--- src/rtl/pipe_hazard_ctrl.sv ---
`default_nettype none
// ----------------------------------------------------------------------------
// pipe_hazard_ctrl : 5-stage pipeline hazard unit (freeze, flush, load-use
//                    stall, operand forwarding, memory-wait watchdog)
// Revision 1.0
// ----------------------------------------------------------------------------
module pipe_hazard_ctrl #(
  parameter int WAIT_LIMIT = 255
) (
  input  logic        clk,
  input  logic        reset,
  input  logic [4:0]  IF_ID_rs,
  input  logic [4:0]  IF_ID_rt,
  input  logic [4:0]  ID_EX_rs,
  input  logic [4:0]  ID_EX_rt,
  input  logic        ID_EX_MemRead,
  input  logic [4:0]  EX_MEM_rd,
  input  logic        EX_MEM_RegWrite,
  input  logic [4:0]  MEM_WB_rd,
  input  logic        MEM_WB_RegWrite,
  input  logic        branch_taken,
  input  logic        mem_busy,
  output logic        PC_write,
  output logic        IF_ID_write,
  output logic        IF_ID_flush,
  output logic        ID_EX_hold,
  output logic        ID_EX_bubble,
  output logic [1:0]  ForwardA,
  output logic [1:0]  ForwardB,
  output logic [15:0] stall_count,
  output logic [15:0] flush_count,
  output logic        wait_error
);

  typedef enum logic [1:0] {
    ST_RUN      = 2'd0,
    ST_MEM_WAIT = 2'd1,
    ST_ERROR    = 2'd2
  } state_t;

  localparam logic [7:0]  c_wait_limit = 8'(WAIT_LIMIT);
  localparam logic [15:0] c_cnt_max    = 16'hFFFF;

  state_t      r_state;
  logic [7:0]  r_wait_cnt;
  logic [15:0] r_stall_count;
  logic [15:0] r_flush_count;

  logic w_freeze;
  logic w_load_use;
  logic w_do_flush;
  logic w_do_stall;

  assign w_freeze   = mem_busy || (r_state == ST_ERROR);
  assign w_load_use = ID_EX_MemRead && (ID_EX_rt != 5'd0) &&
                      ((ID_EX_rt == IF_ID_rs) || (ID_EX_rt == IF_ID_rt));
  assign w_do_flush = !w_freeze && branch_taken;
  assign w_do_stall = !w_freeze && !branch_taken && w_load_use;

  always_comb begin
    PC_write     = 1'b1;
    IF_ID_write  = 1'b1;
    IF_ID_flush  = 1'b0;
    ID_EX_hold   = 1'b0;
    ID_EX_bubble = 1'b0;
    if (w_freeze) begin
      PC_write    = 1'b0;
      IF_ID_write = 1'b0;
      ID_EX_hold  = 1'b1;
    end else if (branch_taken) begin
      IF_ID_flush  = 1'b1;
      ID_EX_bubble = 1'b1;
    end else if (w_load_use) begin
      PC_write     = 1'b0;
      IF_ID_write  = 1'b0;
      ID_EX_bubble = 1'b1;
    end
  end

  // EX/MEM result is newer than MEM/WB, so it wins when both match.
  function automatic logic [1:0] fwd_sel(input logic [4:0] src);
    if (EX_MEM_RegWrite && (EX_MEM_rd != 5'd0) && (EX_MEM_rd == src))
      return 2'b10;
    else if (MEM_WB_RegWrite && (MEM_WB_rd != 5'd0) && (MEM_WB_rd == src))
      return 2'b01;
    else
      return 2'b00;
  endfunction

  assign ForwardA = fwd_sel(ID_EX_rs);
  assign ForwardB = fwd_sel(ID_EX_rt);

  always_ff @(posedge clk) begin
    if (reset) begin
      r_state       <= ST_RUN;
      r_wait_cnt    <= 8'd0;
      r_stall_count <= 16'd0;
      r_flush_count <= 16'd0;
    end else begin
      case (r_state)
        ST_RUN: begin
          if (mem_busy) begin
            r_state    <= ST_MEM_WAIT;
            r_wait_cnt <= 8'd1;
          end
        end
        ST_MEM_WAIT: begin
          if (!mem_busy) begin
            r_state    <= ST_RUN;
            r_wait_cnt <= 8'd0;
          end else if (r_wait_cnt == c_wait_limit) begin
            r_state <= ST_ERROR;
          end else begin
            r_wait_cnt <= r_wait_cnt + 8'd1;
          end
        end
        ST_ERROR: r_state <= ST_ERROR;
        default: begin
          r_state    <= ST_RUN;
          r_wait_cnt <= 8'd0;
        end
      endcase
      if (w_do_stall && (r_stall_count != c_cnt_max))
        r_stall_count <= r_stall_count + 16'd1;
      if (w_do_flush && (r_flush_count != c_cnt_max))
        r_flush_count <= r_flush_count + 16'd1;
    end
  end

  assign stall_count = r_stall_count;
  assign flush_count = r_flush_count;
  assign wait_error  = (r_state == ST_ERROR);

endmodule
`default_nettype wire

--- config.mk ---
export PLATFORM = sky130hd
export DESIGN_NAME = pipe_hazard_ctrl
export DESIGN_NICKNAME = d
export VERILOG_FILES = /design/src/rtl/pipe_hazard_ctrl.sv
export SDC_FILE = /design/constraint.sdc
export NUM_CORES = 1
export LEC_CHECK = 0
export ABC_CLOCK_PERIOD_IN_PS = 2700
export BUFFER_PORTS_ARGS = -buffer_cell sky130_fd_sc_hd__buf_4
export CAP_MARGIN = 20
export CORE_MARGIN = 4
export CORE_UTILIZATION = 52
export DETAILED_ROUTE_END_ITERATION = 7
export GPL_ROUTABILITY_DRIVEN = 0
export PLACE_DENSITY = 0.84
export SLEW_MARGIN = 10
export SYNTH_ARGS = -nofsm -noshare
export SYNTH_HDL_FRONTEND = slang
export SYNTH_SLANG_ARGS = --single-unit
--- constraint.sdc ---
create_clock -name clk -period 2.7 [get_ports clk]
set_input_delay 0.405 -clock clk [delete_from_list [all_inputs] [get_ports clk]]
set_output_delay 0.405 -clock clk [all_outputs]
set_load 0.005 [all_outputs]
==> results of run 1 <==
## per-stage QoR
stage          instances  hold slack (ps)  cell area, um^2  power [uW]  setup WS, ps
6_report             459              517             3350        1220           325
5_1_grt              459              551             3350        1280           225
4_1_cts              459              523             3350        1240           348
3_5_place_dp         451              504             3260         815           356
3_3_place_gp         451              482             3260         810           373
2_1_floorplan        322              471             2660         738           497
## layout make-up
cell class	count	area, um^2
sequential	42	841
tap	67	83.8
clock inverter	1	5.00
inverter	5	18.8
clock buffer	7	86.3
fill	397	1500
multi-input combinational	257	1710
timing repair buffer	80	601
## power breakdown
| group | internal (uW) | switching, uW |
|---|---|---|
| Clock | 206 | 214 |
| Sequential | 624 | 5.81 |
| Combinational | 83.1 | 89.1 |
## Yosys cell counts, drive strengths merged (10+ instances only)
cell type,number
a21oi,12
dfxtp,42
nand2,17
nand3,14
nand4,16
nor2,41
nor2b,11
nor3,18
nor4,11
o21ai,13
or4,10
xnor2,14
xor2,31
## kinds of logic (layout without fill, tap and decap cells)
kind of cell	count (synthesis)	after routing
AO/OA/AOI/OAI	37	37
XOR/XNOR	45	45
adder cells (fa/ha/maj)	3	3
buffers and inverters	23	93
flip-flops	42	42
multiplexers	12	12
AND/OR/NAND/NOR	160	160
## state kept, by name (all words and copies together) (netlist names)
name and count:
r_wait_cnt 8, r_state 2, flush_count 16, stall_count 16
## worst max-delay path: stages
cell and delay (ps):
buf_4 140, or4_1 510, o21a_1 270, nor2b_1 190, a21oi_1 280, buf_4 180
## worst paths after layout
check / start / end / cells past startpoint / slack (ps)
hold / removal: r_wait_cnt[1] / r_wait_cnt[1] / 2 / 520
setup reg to reg: stall_count[0] / stall_count[12] / 6 / 480
setup / recovery: ID_EX_rt[1] / PC_write / 6 / 330
hold reg to reg: r_wait_cnt[1] / r_wait_cnt[1] / 2 / 520
## per-layer routing
| metal | vias to the layer above | track usage, % |
|---|---|---|
| met5 | - | 0 |
| met4 | 0 | 6.70 |
| met3 | 9 | 3.84 |
| met2 | 83 | 34.6 |
| met1 | 1243 | 26.8 |
| li1 | 1282 | - |
==> qor.csv, run 1 <==
stage,metric,value,unit
final_layout,final_cell_mix,"buf_4 (80), dfxtp_1 (42), nor2_1 (41), xor2_1 (31), nand2_1 (17)",
floorplan,num_io_pins,79,
final_layout,layout_commonest_cell,buf_4,
worst_setup_path,crit_type,in2out,
yosys,synth_cells,322,
yosys,yosysSeqAreaShare,31.6,%
routing,wl_met1,2.84,mm
timing,rsz0062_at_grt,false,
worst_setup_path,worstPathMaxFanout,7,
final_layout,fin_util,69.1,%
clocking,hold_buffers,0,
global_route,antenna_found_initial,0,
yosys,synth_fa_ha_area_share,1.41,%
timing,worstMarginPinSlew,527,ps
global_route,grt_pass1_wl,10.7,mm
routing,dr.pass1.iters,4,
global_route,grt_pass1_vias,2406,
yosys,syn_avg_cell_area,8.26,um^2
clocking,path_clk_slew,80,ps
final_layout,area_growth,25.9,%
timing,fmax,0.421,GHz
clocking,cts_root_buf,clkbuf_8,
floorplan,start_util,54.9,%
routing,via_count,2617,
yosys,synth_nets,362,
timing,fin_crit_sh,87.9,%
floorplan,core,0.00485,mm^2
status,status,"finished, final reports clean",
floorplan,die_h,79.5,um
yosys,synth_xor_area_share,14.8,%
routing,dr_wl_met3,419,um
clocking,cts_buffers,5,
final_layout,drive_gt1_share,28.3,%
clocking,insertion_delay,300,ps
min_path,hold_class,reg2reg,
clocking,cts_buffer_depth,2,
timing,drv_slew,0,
routing,postRouteAntennaNets,0,
timing,period_minus_slack,2370,ps
clocking,h-tree-depth,2,
yosys,yosys.area_share.simple,33.8,%
yosys,yosys-top-cells-area,"dfxtp_1 (32%), xor2_1 (10%), nor2_1 (5.8%), xnor2_1 (4.6%), mux2_4 (3.4%)",
worst_setup_path,crit_required,2300,ps
floorplan,fp.dieW,79.5,um
yosys,synth_top_area_share,31.6,%
yosys,yosysTopAreaCell,dfxtp_1,
routing,wl_met2,3.12,mm
worst_setup_path,cp.arrival,1970,ps
timing,final_hold_viol_count,0,
clocking,cts_tree,built,
global_route,grt_usage,20.7,%
clocking,post-cts-setup-buffer-count,0,
worst_setup_path,critPathCaptureType,primary output,
routing,drtIter0Drc,126,
routing,wirelength,6.47,mm
yosys,synth_mux_area_share,5.74,%
place,port_buffers,78,
timing,max_slew_margin,64.8,%
routing,vias_per_cell,5.70,
yosys,ys_seq_elements,42,
routing,dr.max_layer_used,met4,
clocking,cts_resized,0,
floorplan,die-area,0.00632,mm^2
yosys,synth_area,0.00266,mm^2
pwr,cellPowerDensity,365,mW/mm^2
yosys,synth_edf_count,0,
yosys,ys.flop_type,dfxtp_1,
yosys,synth_cell_types,44,
yosys,yosys_warnings,0,
final_layout,nets,431,
worst_setup_path,start_kind,primary input,
timing,finalSetupViolCount,0,
timing,fin_skew,5.68,ps
place,dpl.hpwl,4.97,mm
yosys,synth_compound_area_share,8.65,%
final_layout,num_antenna_cells,0,
timing,fin_setup_tns,0,ps
pwr,vdd_drop_max,0.320,mV
global_route,grt_max_degree,46,
yosys,synthArstFlopShare,0,%
pwr,leakagePower,0.00131,uW
floorplan,rows,25,
routing,routedWlPerCell,14.1,um
clocking,cts.sinks,42,
global_route,grt-ovfl-total,0,
routing,drc,0,
job,max_cap_violations,0,
yosys,synth_top_family_by_area,simple AND/OR/NAND/NOR gates,
No activity file was read; power rests on OpenSTA's default activity.
==> run 2: changes to the inputs <==
--- a/config.mk
+++ b/config.mk
@@ -5,14 +5,16 @@
 export SDC_FILE = /design/constraint.sdc
 export NUM_CORES = 1
 export LEC_CHECK = 0
+export ABC_AREA = 1
 export ABC_CLOCK_PERIOD_IN_PS = 2700
 export BUFFER_PORTS_ARGS = -buffer_cell sky130_fd_sc_hd__buf_4
 export CAP_MARGIN = 20
 export CORE_MARGIN = 4
-export CORE_UTILIZATION = 52
+export CORE_UTILIZATION = 53
+export CTS_BUF_LIST = sky130_fd_sc_hd__clkbuf_16
 export DETAILED_ROUTE_END_ITERATION = 7
 export GPL_ROUTABILITY_DRIVEN = 0
-export PLACE_DENSITY = 0.84
+export PLACE_DENSITY = 0.85
 export SLEW_MARGIN = 10
 export SYNTH_ARGS = -nofsm -noshare
 export SYNTH_HDL_FRONTEND = slang
==> run 2 against run 1 <==
Effect of this change: fmax increased by 22%; global-route usage increased by 0.71 points; combinational power increased by 9.9%; count of clock-buffer cells in the layout decreased by 2; non-clock buffer count decreased by 1; cell count increased by 28%; sequential power about the same; first-iteration DRC count increased by 52%; register-to-register slack improved by 280 ps; largest power group unchanged.
==> qor.csv, run 2 <==
stage,metric,value,unit
status,status,"finished, final reports clean",
clocking,cts_buffer_depth,2,
routing,drtIter0Drc,191,
routing,drc,0,
floorplan,core,0.00514,mm^2
place,place_ws,769,ps
global_route,grt-ovfl-total,0,
timing,final_hold_viol_count,0,
clocking,path_clk_slew,70,ps
final_layout,area_growth,26.3,%
clocking,cts_root_buf,clkbuf_16,
yosys,synth_edf_count,0,
final_layout,fin_util,69.2,%
final_layout,final_cell_mix,"nand2_1 (97), buf_4 (79), nor2_1 (69), inv_1 (49), dfxtp_1 (42)",
yosys,syn_avg_cell_area,6.40,um^2
clocking,cts_buffers,5,
place,port_buffers,78,
timing,fmax,0.515,GHz
pwr,vdd_drop_max,0.244,mV
worst_setup_path,critPathCaptureType,primary output,
pwr,cellPowerDensity,399,mW/mm^2
clocking,cts_tree,built,
timing,fin_skew,8.61,ps
floorplan,die_h,80.9,um
worst_setup_path,worstPathMaxFanout,3,
clocking,hold_buffers,0,
clocking,post-cts-setup-buffer-count,0,
worst_setup_path,cp.arrival,1540,ps
yosys,yosys_warnings,0,
routing,wirelength,6.77,mm
yosys,synth_nets,480,
clocking,cts_resized,0,
job,max_cap_violations,0,
global_route,grt_pass1_wl,11.3,mm
final_layout,nets,555,
final_layout,design_area,0.00356,mm^2
timing,finalSetupViolCount,0,
clocking,h-tree-depth,2,
timing,fin_setup_tns,0,ps
yosys,synthArstFlopShare,0,%
yosys,yosysTopAreaCell,dfxtp_1,
worst_setup_path,crit_required,2300,ps
yosys,ys_seq_elements,42,
routing,vias_per_cell,5.11,
yosys,synth_cells,440,
global_route,grt_max_degree,26,
clocking,cts.sinks,42,
pwr,leakagePower,0.00154,uW
place,dp_cells,578,
global_route,grt_usage,21.4,%
routing,via_count,2994,
floorplan,num_io_pins,79,
timing,drv_slew,0,
timing,period_minus_slack,1940,ps
yosys,yosys-top-cells-area,"dfxtp_1 (30%), nand2_1 (13%), nor2_1 (9.2%), nand3_1 (6.8%), inv_1 (6.5%)",
timing,setup_ws,760,ps
yosys,yosysSeqAreaShare,29.9,%
clocking,insertion_delay,290,ps
yosys,synth_mux_area_share,0,%
place,postPlaceCellArea,0.00341,mm^2
timing,max_slew_margin,71.5,%
place,dpl.hpwl,5.30,mm
yosys,yosys-top-cells-count,"nand2_1 (97), nor2_1 (69), inv_1 (49)",
timing,worstMarginPinSlew,422,ps
routing,routedWlPerCell,11.6,um
yosys,synth_area,0.00282,mm^2
yosys,synth_top_family_by_area,simple AND/OR/NAND/NOR gates,
yosys,synth_cell_types,37,
yosys,synth_top_area_share,29.9,%
min_path,hold_class,in2reg,
final_layout,final-instance-count-excl-fill,586,
global_route,antenna_found_initial,0,
floorplan,start_util,54.8,%
yosys,synth_most_common_cell,nand2_1,
floorplan,fp.dieW,80.9,um
routing,postRouteAntennaNets,0,
final_layout,num_antenna_cells,0,
global_route,grt_pass1_vias,2743,
worst_setup_path,crit_type,in2out,
yosys,ys.flop_type,dfxtp_1,
yosys,synth_compound_area_share,9.68,%
final_layout,drive_gt1_share,21.7,%
worst_setup_path,start_kind,primary input,
timing,rsz0062_at_grt,false,
yosys,yosys.area_share.simple,40.3,%
timing,fin_crit_sh,71.9,%
final_layout,layout_commonest_cell,nand2_1,
floorplan,die-area,0.00654,mm^2
yosys,synth_xor_area_share,8.40,%
yosys,synth_fa_ha_area_share,1.33,%
routing,dr.pass1.iters,6,
floorplan,rows,26,
==> run 2: per-stage QoR <==
step | hold WS (ps) | power [uW]
after detailed placement | 446 | 834
after global routing | 372 | 1480
after floorplan | 422 | 755
final | 357 | 1420
after CTS | 355 | 1430
after global placement | 439 | 830
==> run 2: final timing paths <==
path | from | endpoint | slack (ps) | depth (start not counted)
min | reset | r_state[1] | 360 | 2
max reg2reg | flush_count[0] | flush_count[10] | 760 | 11
max | EX_MEM_rd[0] | ForwardB[0] | 760 | 6
min reg2reg | r_wait_cnt[6] | r_wait_cnt[6] | 450 | 1
==> run 2: cell type report <==
type / instances / area (um^2)
multi-input cells: 332 / 1680
flip-flops and latches: 42 / 841
repair buffers: 79 / 593
well taps: 70 / 87.6
clock inverters: 3 / 23.8
clock buffers: 5 / 125
inverters: 55 / 206
fillers: 477 / 1580
==> run 2: cells by family after synthesis <==
family,count (synthesis)
and+or+nand+nor,251
buffers and inverters,66
AOI/OAI and AO/OA,51
DFF,42
xor gates and xnor gates,27
adders and majority gates,3
==> run 2: worst max-delay path: stages <==
cell	delay [ps]
buf_4	120
or2_2	280
o41ai_1	370
nor3_1	120
nor2_1	120
buf_4	120
==> run 2: power by group <==
group / total, uW / switching [uW] / leakage, uW / internal [uW]
logic: 189 / 98.7 / 0.00114 / 90.3
clock network: 600 / 255 / 0.0000664 / 345
registers: 631 / 6.03 / 0.000339 / 625
==> run 2: layer usage <==
metal / track usage [%] / part of all wire, % / vias up / wire [um]
met5: 0 / 0 / - / 0
met4: 6.76 / 2.0 / 0 / 136
met3: 5.99 / 6.9 / 13 / 469
met2: 39.7 / 50 / 83 / 3360
met1: 23.4 / 41 / 1336 / 2810
li1: - / - / 1562 / -
